`config.mk`:
```
export PLATFORM = sky130hd
export DESIGN_NAME = stream_relay_fifo
export DESIGN_NICKNAME = d
export VERILOG_FILES = /design/src/rtl/stream_relay_fifo.sv
export SDC_FILE = /design/constraint.sdc
export NUM_CORES = 1
export LEC_CHECK = 0
export CAP_MARGIN = 20
export CORE_ASPECT_RATIO = 1.25
export CORE_MARGIN = 8
export CORE_UTILIZATION = 50
export DETAILED_ROUTE_END_ITERATION = 7
export GPL_TIMING_DRIVEN = 0
export PLACE_DENSITY = 0.78
export SYNTH_ARGS = -nofsm -noshare
export SYNTH_HDL_FRONTEND = slang
export SYNTH_SLANG_ARGS = --single-unit
```
`constraint.sdc`:
```
create_clock -name CLK -period 3.01 [get_ports CLK]
set_input_delay 0.602 -clock CLK [delete_from_list [all_inputs] [get_ports CLK]]
set_output_delay 0.602 -clock CLK [all_outputs]
set_load 0.02 [all_outputs]
```
`src/rtl/stream_relay_fifo.sv`:
```
// Elastic relay between pipeline actors: SEND/ACK input, DEPTH-entry FIFO with optional 1-of-DECIM decimation, SEND/RDY output.
// Latency: 2 cycles ACK-to-SEND. In1_ACK drops while full, and pops stall while Out1_RDY is low.
module stream_relay_fifo #(
  parameter int W     = 16,
  parameter int DEPTH = 4,
  parameter int DECIM = 1,
  parameter int LW    = $clog2(DEPTH + 1)
) (
  input  logic          CLK,
  input  logic          RESET,
  input  logic [W-1:0]  In1_DATA,
  input  logic          In1_SEND,
  input  logic [15:0]   In1_COUNT,
  output logic          In1_ACK,
  output logic [W-1:0]  Out1_DATA,
  output logic          Out1_SEND,
  output logic [15:0]   Out1_COUNT,
  input  logic          Out1_RDY,
  input  logic          Out1_ACK,
  output logic [LW-1:0] LEVEL
);

  localparam int            PW      = (DEPTH > 1) ? $clog2(DEPTH) : 1;
  localparam int            CW      = (DECIM > 1) ? $clog2(DECIM) : 1;
  localparam logic [LW-1:0] FULL    = LW'(DEPTH);
  localparam logic [CW-1:0] PH_LAST = CW'(DECIM - 1);

  logic [W-1:0]  mem_q [DEPTH];
  logic [PW-1:0] wr_ptr_q, wr_ptr_d;
  logic [PW-1:0] rd_ptr_q, rd_ptr_d;
  logic [LW-1:0] level_q, level_d;
  logic [CW-1:0] phase_q, phase_d;
  logic          active_q;
  logic          send_q, send_d;
  logic [W-1:0]  data_q, data_d;
  logic          ack, keep, pop;

  // Producer count and consumer acknowledge carry no information for a one-token relay.
  logic unused_inputs;
  assign unused_inputs = ^{In1_COUNT, Out1_ACK};

  always_comb begin
    ack  = active_q & In1_SEND & (level_q != FULL);
    keep = ack & (phase_q == '0);
    pop  = active_q & (level_q != '0) & Out1_RDY;

    wr_ptr_d = keep ? wr_ptr_q + PW'(1) : wr_ptr_q;
    rd_ptr_d = pop  ? rd_ptr_q + PW'(1) : rd_ptr_q;
    level_d  = level_q + LW'(keep) - LW'(pop);

    phase_d = phase_q;
    if (ack) begin
      phase_d = (phase_q == PH_LAST) ? '0 : phase_q + CW'(1);
    end

    send_d = pop;
    data_d = pop ? mem_q[rd_ptr_q] : data_q;
  end

  // Storage needs no reset: occupancy alone decides what is readable.
  always_ff @(posedge CLK) begin
    if (keep) begin
      mem_q[wr_ptr_q] <= In1_DATA;
    end
  end

  always_ff @(posedge CLK or posedge RESET) begin
    if (RESET) begin
      wr_ptr_q <= '0;
      rd_ptr_q <= '0;
      level_q  <= '0;
      phase_q  <= '0;
      active_q <= 1'b0;
      send_q   <= 1'b0;
      data_q   <= '0;
    end else begin
      wr_ptr_q <= wr_ptr_d;
      rd_ptr_q <= rd_ptr_d;
      level_q  <= level_d;
      phase_q  <= phase_d;
      active_q <= 1'b1;
      send_q   <= send_d;
      data_q   <= data_d;
    end
  end

  assign In1_ACK    = ack;
  assign Out1_SEND  = send_q;
  assign Out1_DATA  = data_q;
  assign Out1_COUNT = 16'h0001;
  assign LEVEL      = level_q;

endmodule

```
# Word level (Yosys, flattened, before mapping)
# Memories as Yosys holds them, arrays and structs flattened. A register that Yosys moved wholly into a read port is not among the register bits.
# Cells that the tools add are included.
# word_totals
memories	1
latchBits	0
inputBits	37
word_cells	23
romBits	0
out_inout_bits	37
regBits	10
ram_bits	64
# memory_table
name	depth	width	rd	rd_clocked_by_memory_dff	wr	line	source
mem_q	4	16	1	1	1	28	logic [W-1:0] mem_q [DEPTH];
# op_classes
div_mod_pow	0
addsub	5
multipliers	0
n_eq_ne	1
magnitude_cmp	0
mux	3
bitwise_logic	6
n_reduce_logical	1
shift	0
# ops
operator	n
$and A1 B1 Y1	5
$add A2 B1 Y2 const B	2
$add A3 B1 Y3	1
$mux W1	3
$ne A3 B3 Y1 const B	1
$reduce_bool A3 Y1	1
$sub A3 B1 Y3	1
$add A1 B1 Y1 const B	1
$not A1 Y1	1

# Logic depth before layout (Yosys ltp)
# Gate-level depths: netlist of run 1.
# logic_depth
depth_word	5
mapped_depth	10
depth_no_buf	9

# Worst setup path after synthesis of run 1
# Ideal clock, no wire load.
# synth_timing
path_type	register to register
from	reg level_q[1] (netlist: LEVEL[1])
to	reg level_q[2] (netlist: LEVEL[2])
setup_slack_ps	492
path_stages_with_launch	11
period_less_slack_ps	2518
path_buffers	1
arrival_ps	2382
required_ps	2874
setup_ps	136
path_cell_list	dfrtp_1 > o311ai_4 > inv_4 > buf_6 > ha_1 > inv_1 > ha_1 > inv_1 > fa_1 > xnor2_1 > xnor2_1
# synth_via
word_cells_on_any_way	8
classes_between	add/sub (2); eq/ne (1); bitwise (4); reduce/logical (1)
# synth_rtl
element	line	source
start: declaration	31	logic [LW-1:0] level_q, level_d;
start signal: assignment	79	level_q <= level_d;
$reduce_bool A3 Y1	45	pop = active_q & (level_q != '0) & Out1_RDY;
$and A1 B1 Y1 (2 in a row)	45	
via pop	36	logic ack, keep, pop;
$sub A3 B1 Y3	49	level_d = level_q + LW'(keep) - LW'(pop);
via level_d[2]	31	
# The timed path passes the listed nets, and every way through them passes these cells.
# A chain may end at the register's enable or synchronous reset.

# Worst setup path in the final report of run 1
# Same ends and word-level chain as after synthesis.

==> results of run 1 <==
power groups by stage:
stage	sequential, W	clock [W]	combinational, W
final	0.00170	0.000692	0.00124
after floorplan	0.00186	0	0.000665
after CTS	0.00171	0.000712	0.00126
after global routing	0.00173	0.000761	0.00135
after detailed placement	0.00173	0	0.00125
after global placement	0.00172	0	0.00122
metal layers:
metal  share of wire  vias up  wire [µm]
li1                -      838          -
met1            0.37      895       2248
met2            0.53       52       3202
met3           0.068        9        408
met4           0.023        0        137
met5               0        -          0
registers in the layout, indices dropped and copies added, names as in the netlist:
signal	cells
active_q	1
mem_q	64
wr_ptr_q	2
LEVEL	3
Out1_DATA	16
Out1_SEND	1
rd_ptr_q	2
final cells by class:
class	instances	area, µm²	area share
multi-input combinational	103	825.8	0.1928
timing repair buffer	41	427.9	0.09988
tap	90	112.6	0.02629
inverter	8	32.53	0.007593
sequential	89	2547	0.5946
buffer	22	175.2	0.04089
clock inverter	4	21.27	0.004965
clock buffer	11	141.4	0.03300
cell usage after synthesis:
| cell | n | area (µm²) |
|---|---|---|
| inv_1 | 7 | 26.28 |
| buf_2 | 2 | 10.01 |
| ha_1 | 6 | 75.07 |
| buf_6 | 4 | 45.04 |
| and2_1 | 4 | 25.02 |
| fa_1 | 1 | 20.02 |
| nor2_1 | 1 | 3.750 |
| mux4_2 | 16 | 360.4 |
| conb_1 | 2 | 7.510 |
| nand2_1 | 50 | 187.7 |
| o311ai_4 | 1 | 26.28 |
| a21oi_2 | 1 | 8.760 |
| edfxtp_1 | 64 | 1922 |
| mux2_2 | 1 | 11.26 |
| dfrtp_1 | 25 | 625.6 |
| inv_4 | 1 | 6.260 |
| xnor2_1 | 5 | 43.79 |
| buf_4 | 16 | 120.1 |
worst paths after layout:
kind | end | slack, ns | depth (start not counted)
setup / recovery | LEVEL[2] | 0.25 | 10
hold / removal | Out1_DATA[13] | 0.48 | 2
setup reg to reg | LEVEL[2] | 0.25 | 10
hold reg to reg | Out1_DATA[13] | 0.48 | 2
max in group asynchronous | wr_ptr_q[1] | 2.10 | 3
min in group asynchronous | Out1_DATA[10] | 0.50 | 2
worst min-delay path, cell delays in order (launching register included):
cell,delay [ns]
dfrtp_1,0.35
nand2_1,0.05
nand2_1,0.05
layout by cell type, fill, tap and decap left out, drive strengths merged:
| cell type | instances |
|---|---|
| edfxtp | 64 |
| nand2 | 50 |
| clkdlybuf4s50 | 40 |
| dfrtp | 25 |
| buf | 23 |
| conb | 17 |
| mux4 | 16 |
| clkbuf | 11 |
| inv | 8 |
| ha | 6 |
| xnor2 | 5 |
| and2 | 4 |
| clkinv | 3 |
| o311ai | 1 |
| nor2 | 1 |
| a21oi | 1 |
| mux2 | 1 |
| fa | 1 |
| clkinvlp | 1 |
cell families (layout without fill, tap and decap cells):
family,after synthesis,after routing,synth area share
fa+ha+maj,7,7,0.02698
xor+xnor,5,5,0.01242
simple gates,55,55,0.06141
compound gates,2,2,0.009941
other cells,2,17,0.002131
flops,89,89,0.7228
mux,17,17,0.1054
buf+inv,30,86,0.05893
metrics by stage:
step                utilization  hold WS (ns)  area [µm²]
finish                   0.6216        0.4761        4284
global route             0.6216        0.5014        4284
CTS                      0.6176        0.4811        4257
detailed placement       0.5940        0.4622        4094
global placement         0.5940        0.4570        4094
floorplan                     -        0.5340        3581
==> metrics, run 1 <==
antenna viol nets, final 0; Ports 74; final worst setup slack between 0.2 and 0.25 ns; endpoints failing setup 0; core box area around 0.007 mm²; busiest grt layer met2; CP startpoint LEVEL[1]; GR met2 Demand/Resource 0.2331; # diodes 0; status finished clean; clock power share 0.191; combinational share of power 0.341; Reg power frac 0.469; Port Buffers 40; drt via density 4.875; fillcell total 528; VDD IR max 492.0 µV; Starting Density 0.5114; die span in y 109.9 µm; Root Driver clkbuf_8; crit-path max FO 11; first-pass GRT wire length just under 10000 µm; Worst Tran Pin Value 0.8655 ns; post-CTS sizing 0; met3 Usage GRT 0.03893; Critical R2R Launch LEVEL[1]; Post-Layout Cell Count roughly 370; drt initial violations 88; cell internal pwr around 0.0025 W; area delta synth->final 21.55%; TritonCTS clock tree built; Net count, final approximately 320; detailed placer's ending HPWL 4006 µm; Total Routing Usage GR 0.1297; Worst Path Buf+Inv 4; met1 usage 0.1299; Hold WC Path Type reg2reg; leak pwr 1.678 nW; relative slew slack 0.4230; Die Area 0.01001 mm²; RePlAce Congestion 0.7157; Crit path max-delay family adder cells; pwr/cell area 847.4 mW/mm²; min cycle time layout between 2 and 3 ns; drt drc 0; Psw 0.001126 W; Syn Area/Cell 17.03 µm²; Power Total 0.003630 W; maximum buffer depth of the clock tree 2; initial antenna violation count 0; Final period util 0.9177; Setup Crit Path Kind reg2reg; Clock Sinks 89; Routed WL roughly 6000 µm; largest net degree at the start of global routing 26; vias in the first global route between 1500 and 2000; pre-CTS setup slack 0.01559 ns; GR Overflow Total 0; Final Hold Vio Count 0; # hold bufs at CTS 0; Max H-tree Level 3; crit-path max cell delay 0.66 ns; Rows 34; Max Slew Vio Count 0; chip width slightly above 90 µm; Max Cap Violations 0; Worst Skew 0.01311 ns; slowest CP cell o311ai_4; Fin Setup TNS 0 ns; clock latency on the worst-skew pair around 0.34 ns; critical path required time between 3 and 4 ns; postcts setup bufs 0; yosys warns 0; worst path cell trace o311ai_4, inv_4, buf_6, ha_1, inv_1, ha_1, inv_1, fa_1, xnor2_1, xnor2_1; router iterations before antenna repair 4; number of synthesized register bits 89; Critical Path End Type flip-flop; layout cell share with drive strength beyond 1 0.2014; kind of start point of the critical path flip-flop; Cell Area, Synth 0.003525 mm²; Switching Fraction 0.3101; Max Clock Freq 0.3620 GHz; Netlist cell types 18; routed via count about 1800; RSZ-0062 raised after global routing false; Inst Count DP 352; TritonCTS Buffers 9; Mapped Cells 207; CP arrival 2.99 ns; Seq/Total Area, Yosys 0.7228; worst hold path startpoint Out1_DATA[13]; WL/cell 16.30 µm; clock transition at the registers of the reported paths 0.08 ns
Note: power is estimated with default switching activity, not from simulation.
==> inputs of run 2 (changes only) <==
- CORE_ASPECT_RATIO: 1.25 -> 1.2
- CORE_MARGIN: 8 -> 1.5
==> run 2 against run 1 <==
  * Power rose by 4.5%
  * Highest routed layer unchanged
  * Critical path depth fell by 6
  * Final cell count fell by 0.54%
  * Largest power group unchanged
  * Core utilization rose by 1.2 points
  * Cell area rose by 0.76%
==> metrics, run 2 (synthesis results as in run 1) <==
area delta synth->final 22.47% (was 21.55%); VDD IR max 388.4 µV (was 492.0 µV); kind of start point of the critical path input pin (was flip-flop); status finished clean (unchanged); fillcell total 524 (was 528); detailed placer's ending HPWL 3558 µm (was 4006 µm); pwr/cell area 878.7 mW/mm² (was 847.4 mW/mm²); drt via density 4.850 (was 4.875); endpoints failing setup 0 (unchanged); Hold WC Path Type reg2reg (unchanged); max reg flops 64 (unchanged); layout cell share with drive strength beyond 1 0.2043 (was 0.2014); combinational share of power 0.323 (was 0.341); largest net degree at the start of global routing 26 (unchanged); Switching Fraction 0.3001 (was 0.3101); RePlAce Congestion 0.7048 (was 0.7157); Port Buffers 40 (unchanged); TritonCTS Buffers 9 (unchanged); Die Area 0.007564 mm² (was 0.01001 mm²); Clock Sinks 89 (unchanged); Crit path max-delay family buffers and inverters (was adder cells); die span in y 94.98 µm (was 109.9 µm); routed via count 1775 (was 1794); drt initial violations 161 (was 88); drt drc 0 (unchanged); worst path cell trace clkdlybuf4s50_1, nand2_1, a21oi_2, clkdlybuf4s50_1 (was o311ai_4, inv_4, buf_6, ha_1, inv_1, ha_1, inv_1, fa_1, xnor2_1, xnor2_1); core box area 0.006813 mm² (was 0.006892 mm²); slowest CP cell clkdlybuf4s50_1 (was o311ai_4); Reg power frac 0.450 (was 0.469); Util after Layout 0.6336 (was 0.6216); Rows 33 (was 34); GR Overflow Total 0 (unchanged); chip width 79.65 µm (was 91.10 µm); crit-path max FO 8 (was 11); Routed WL 5683 µm (was 5997 µm); Net count, final 318 (unchanged); relative slew slack 0.4301 (was 0.4230); Fin Hold WS 0.4764 ns (was 0.4761 ns); Worst Path Buf+Inv 2 (was 4); clock latency on the worst-skew pair 0.35 ns (was 0.34 ns); final worst setup slack 0.3146 ns (was 0.2477 ns); TritonCTS clock tree built (unchanged); pre-CTS setup slack 0.08208 ns (was 0.01559 ns); cell internal pwr 0.002655 W (was 0.002505 W); most common cell after layout, fill and taps aside edfxtp_1 (unchanged); clock power share 0.227 (was 0.191); Worst path most repeated cell clkdlybuf4s50_1; Setup Crit Path Kind in2out (was reg2reg); Max Cap Violations 0 (unchanged); maximum buffer depth of the clock tree 2 (unchanged); leak pwr 1.689 nW (was 1.678 nW); CP arrival 2.09 ns (was 2.99 ns); most frequent cells in the layout edfxtp_1 (64), nand2_1 (50), clkdlybuf4s50_1 (40) (unchanged); min cycle time layout 2.695 ns (was 2.762 ns); Ports 74 (unchanged); antenna viol nets, final 0 (unchanged); Starting Density 0.5174 (was 0.5114); Reg with most FFs mem_q (unchanged); # hold bufs at CTS 0 (unchanged); Inst Count DP 349 (was 352); Max Clock Freq 0.3710 GHz (was 0.3620 GHz); post-CTS sizing 0 (unchanged); initial antenna violation count 0 (unchanged); Fin Setup TNS 0 ns (unchanged); first-pass GRT wire length 8935 µm (was 9742 µm); router iterations before antenna repair 4 (unchanged); Critical Path End Type output pin (was flip-flop); Max Slew Vio Count 0 (unchanged); Root Driver clkbuf_8 (unchanged); Final period util 0.8955 (was 0.9177); Total Routing Usage GR 0.1693 (was 0.1297); Final Hold Vio Count 0 (unchanged); crit-path max cell delay 0.68 ns (was 0.66 ns); # diodes 0 (unchanged); Max H-tree Level 3 (unchanged); RSZ-0062 raised after global routing false (unchanged); clock transition at the registers of the reported paths 0.08 ns (about the same); Post-Layout Cell Count 366 (was 368); critical path required time 2.41 ns (was 3.24 ns); vias in the first global route 1766 (was 1997); WL/cell 15.53 µm (was 16.30 µm); Psw 0.001138 W (was 0.001126 W); postcts setup bufs 0 (unchanged); Worst Tran Pin Value 0.8549 ns (was 0.8655 ns); Worst Skew 0.009379 ns (was 0.01311 ns)
## run 2: changes by cell type in the layout (fill, tap and decap cells not counted), sizes merged
cell,previous run,this run
bufinv,0,2
clkinv,3,1
clkinvlp,1,2
## run 2: power groups by stage
stage | clock network (W) | logic, W | registers [W]
5_1_grt | 0.000939 | 0.00134 | 0.00174
2_1_floorplan | 0 | 0.000665 | 0.00186
4_1_cts | 0.000879 | 0.00124 | 0.00171
3_5_place_dp | 0 | 0.00124 | 0.00173
3_3_place_gp | 0 | 0.00121 | 0.00172
6_report | 0.000862 | 0.00123 | 0.00171
## run 2: through the flow
stage	cell area, µm²	power [W]
floorplan	3581	0.002528
global placement	4090	0.002937
detailed placement	4090	0.002970
CTS	4302	0.003835
global route	4317	0.004017
finish	4317	0.003793
## run 2: final timing paths
check | start | to | slack, ns | cells after the start
worst max-delay path | In1_SEND | In1_ACK | 0.31 | 4
worst min-delay path | Out1_DATA[6] | Out1_DATA[6] | 0.48 | 2
worst max register to register | LEVEL[1] | LEVEL[2] | 0.34 | 10
worst min register to register | Out1_DATA[6] | Out1_DATA[6] | 0.48 | 2
max in group asynchronous | RESET | rd_ptr_q[1] | 1.90 | 3
min in group asynchronous | RESET | Out1_DATA[8] | 0.61 | 2
## run 2: layout make-up
class                      instances  area (µm²)  area share
timing repair buffer              41       415.4     0.09623
buffer                            22       175.2     0.04058
inverter                           8       32.53    0.007536
sequential                        89        2547      0.5901
multi-input combinational        103       825.8      0.1913
clock inverter                     5       80.08     0.01855
tap                               87       108.9     0.02522
clock buffer                      11       131.4     0.03043
## run 2: worst reg2reg max path: cells and delay by family (launching register included)
family | cells | cell delay, ns
flip-flops | 1 | 0.47
AO/OA/AOI/OAI | 1 | 0.60
XOR/XNOR | 2 | 0.27
adder cells (fa/ha/maj) | 3 | 0.78
buffers and inverters | 4 | 0.44
## run 2: layer usage
metal / global-route usage / routed length [µm]
met5: 0 / 0
met4: 0.09211 / 147
met3: 0.03865 / 287
met2: 0.2761 / 2885
met1: 0.2096 / 2363
==> inputs of run 3 (changes only) <==
- SETUP_SLACK_MARGIN: unset -> 0.2
==> run 3 against run 2 <==
  * Core utilization is 0.29 points higher
  * Final cell count is 0.27% higher
  * Setup slack worse by 0.0021 ns
  * Non-clock buffer count is 1 higher
  * Routed wire length is 0.81% lower
  * Register-to-register slack better by 0.22 ns
  * Global-route usage stayed put
  * Largest power group unchanged
  * Sequential power hardly changed
==> metrics, run 3 (synthesis results as in run 1) <==
Fin Hold WS 0.4757 ns (was 0.4764 ns); maximum buffer depth of the clock tree 2 (unchanged); post-CTS sizing 0 (unchanged); DP Area 0.004090 mm² (unchanged); Max H-tree Level 3 (unchanged); Worst Skew 0.009397 ns (was 0.009379 ns); Post-Layout Cell Count 367 (was 366); Starting Density 0.5174 (unchanged); die span in y 94.98 µm (unchanged); Max Slew Vio Count 0 (unchanged); RePlAce Congestion 0.7048 (unchanged); critical path required time 2.41 ns (about the same); first-pass GRT wire length 8935 µm (unchanged); antenna viol nets, final 0 (unchanged); detailed placer's ending HPWL 3558 µm (unchanged); Max Clock Freq 0.3707 GHz (was 0.3710 GHz); crit-path max cell delay 0.68 ns (about the same); relative slew slack 0.4339 (was 0.4301); postcts setup bufs 0 (unchanged); min cycle time layout 2.697 ns (was 2.695 ns); endpoints failing setup 0 (unchanged); status finished clean (unchanged); VDD IR max 388.0 µV (was 388.4 µV); routed via count 1777 (was 1775); Root Driver clkbuf_8 (unchanged); router iterations before antenna repair 4 (unchanged); Ports 74 (unchanged); Net count, final 319 (was 318); CP arrival 2.10 ns (was 2.09 ns); leak pwr 1.699 nW (was 1.689 nW); Clock Sinks 89 (unchanged); Total Routing Usage GR 0.1693 (unchanged); WL/cell 15.36 µm (was 15.53 µm); Max Cap Violations 0 (unchanged); Setup Crit Path Kind in2out (unchanged); max reg flops 64 (unchanged); crit-path max FO 8 (unchanged); Fin Setup TNS 0 ns (unchanged); largest net degree at the start of global routing 26 (unchanged); slowest CP cell clkdlybuf4s50_1 (unchanged); clock transition at the registers of the reported paths 0.08 ns (about the same); clock latency on the worst-skew pair 0.35 ns (about the same); Final period util 0.8962 (was 0.8955); Worst path most repeated cell clkdlybuf4s50_1 (unchanged); most frequent cells in the layout edfxtp_1 (64), nand2_1 (50), clkdlybuf4s50_1 (40) (unchanged); # diodes 0 (unchanged); Inst Count DP 349 (unchanged); Die Area 0.007564 mm² (unchanged); layout cell share with drive strength beyond 1 0.2071 (was 0.2043); worst path cell trace clkdlybuf4s50_1, nand2_1, a21oi_2, clkdlybuf4s50_1 (unchanged); TritonCTS Buffers 9 (unchanged); drt drc 0 (unchanged); core box area 0.006813 mm² (unchanged); pwr/cell area 875.6 mW/mm² (was 878.7 mW/mm²); most common cell after layout, fill and taps aside edfxtp_1 (unchanged); drt via density 4.842 (was 4.850); Reg with most FFs mem_q (unchanged); Port Buffers 40 (unchanged); Critical Path End Type output pin (unchanged); fin area 0.004337 mm² (was 0.004317 mm²); area delta synth->final 23.04% (was 22.47%); # hold bufs at CTS 0 (unchanged); kind of start point of the critical path input pin (unchanged); TritonCTS clock tree built (unchanged); Final Hold Vio Count 0 (unchanged); Routed WL 5637 µm (was 5683 µm); chip width 79.65 µm (unchanged); initial antenna violation count 0 (unchanged); drt initial violations 138 (was 161); GR Overflow Total 0 (unchanged); Worst Tran Pin Value 0.8492 ns (was 0.8549 ns); Hold WC Path Type reg2reg (unchanged); Rows 33 (unchanged); RSZ-0062 raised after global routing false (unchanged); Worst Path Buf+Inv 2 (unchanged); vias in the first global route 1766 (unchanged); Crit path max-delay family buffers and inverters (unchanged)
-- run 3: through the flow --
| step | util | total power [W] | setup WS (ns) |
|---|---|---|---|
| final | 0.6365 | 0.003797 | 0.3125 |
| after global routing | 0.6365 | 0.004025 | 0.2454 |
| after detailed placement | 0.6004 | 0.002970 | 0.08208 |
| after global placement | 0.6004 | 0.002937 | 0.1094 |
| after CTS | 0.6314 | 0.003835 | 0.3043 |
| after floorplan | - | 0.002528 | 0.4925 |
-- run 3: final cells by class --
type | instances | area (µm²)
plain buffers | 22 | 175.2
clock buffers | 11 | 131.4
clock inverters | 5 | 80.08
fillers | 523 | 2476
inverters | 8 | 32.53
multi-input cells | 103 | 825.8
flip-flops and latches | 89 | 2547
well taps | 87 | 108.9
repair buffers | 42 | 435.4
-- run 3: path summary, 6_finish.rpt --
path | from | endpoint | slack, ns | depth (start not counted)
min reg2reg | Out1_DATA[13] | Out1_DATA[13] | 0.48 | 2
max | In1_SEND | In1_ACK | 0.31 | 4
max reg2reg | LEVEL[2] | LEVEL[2] | 0.56 | 11
min | Out1_DATA[13] | Out1_DATA[13] | 0.48 | 2
max in group asynchronous | RESET | rd_ptr_q[1] | 1.91 | 3
min in group asynchronous | RESET | Out1_DATA[8] | 0.61 | 2
-- run 3: power by group --
group	total, W	switching [W]	internal (W)
Combinational	0.00123	0.000610	0.000624
Sequential	0.00171	0.000134	0.00157
Clock	0.000858	0.000391	0.000467
-- run 3: metal layers --
metal,vias up,part of all wire,track usage
li1,844,-,-
met1,868,0.41,0.2096
met2,57,0.52,0.2761
met3,8,0.053,0.03865
met4,0,0.020,0.09211
met5,-,0,0
-- run 3: worst register-to-register path, stage by stage, from the launching register on --
cell and delay (ns):
dfrtp_1 0.46, o311ai_4 0.34, buf_12 0.17, inv_4 0.07, buf_6 0.15, ha_1 0.28, inv_1 0.06, ha_1 0.13
inv_1 0.05, fa_1 0.37, xnor2_1 0.14, xnor2_1 0.13
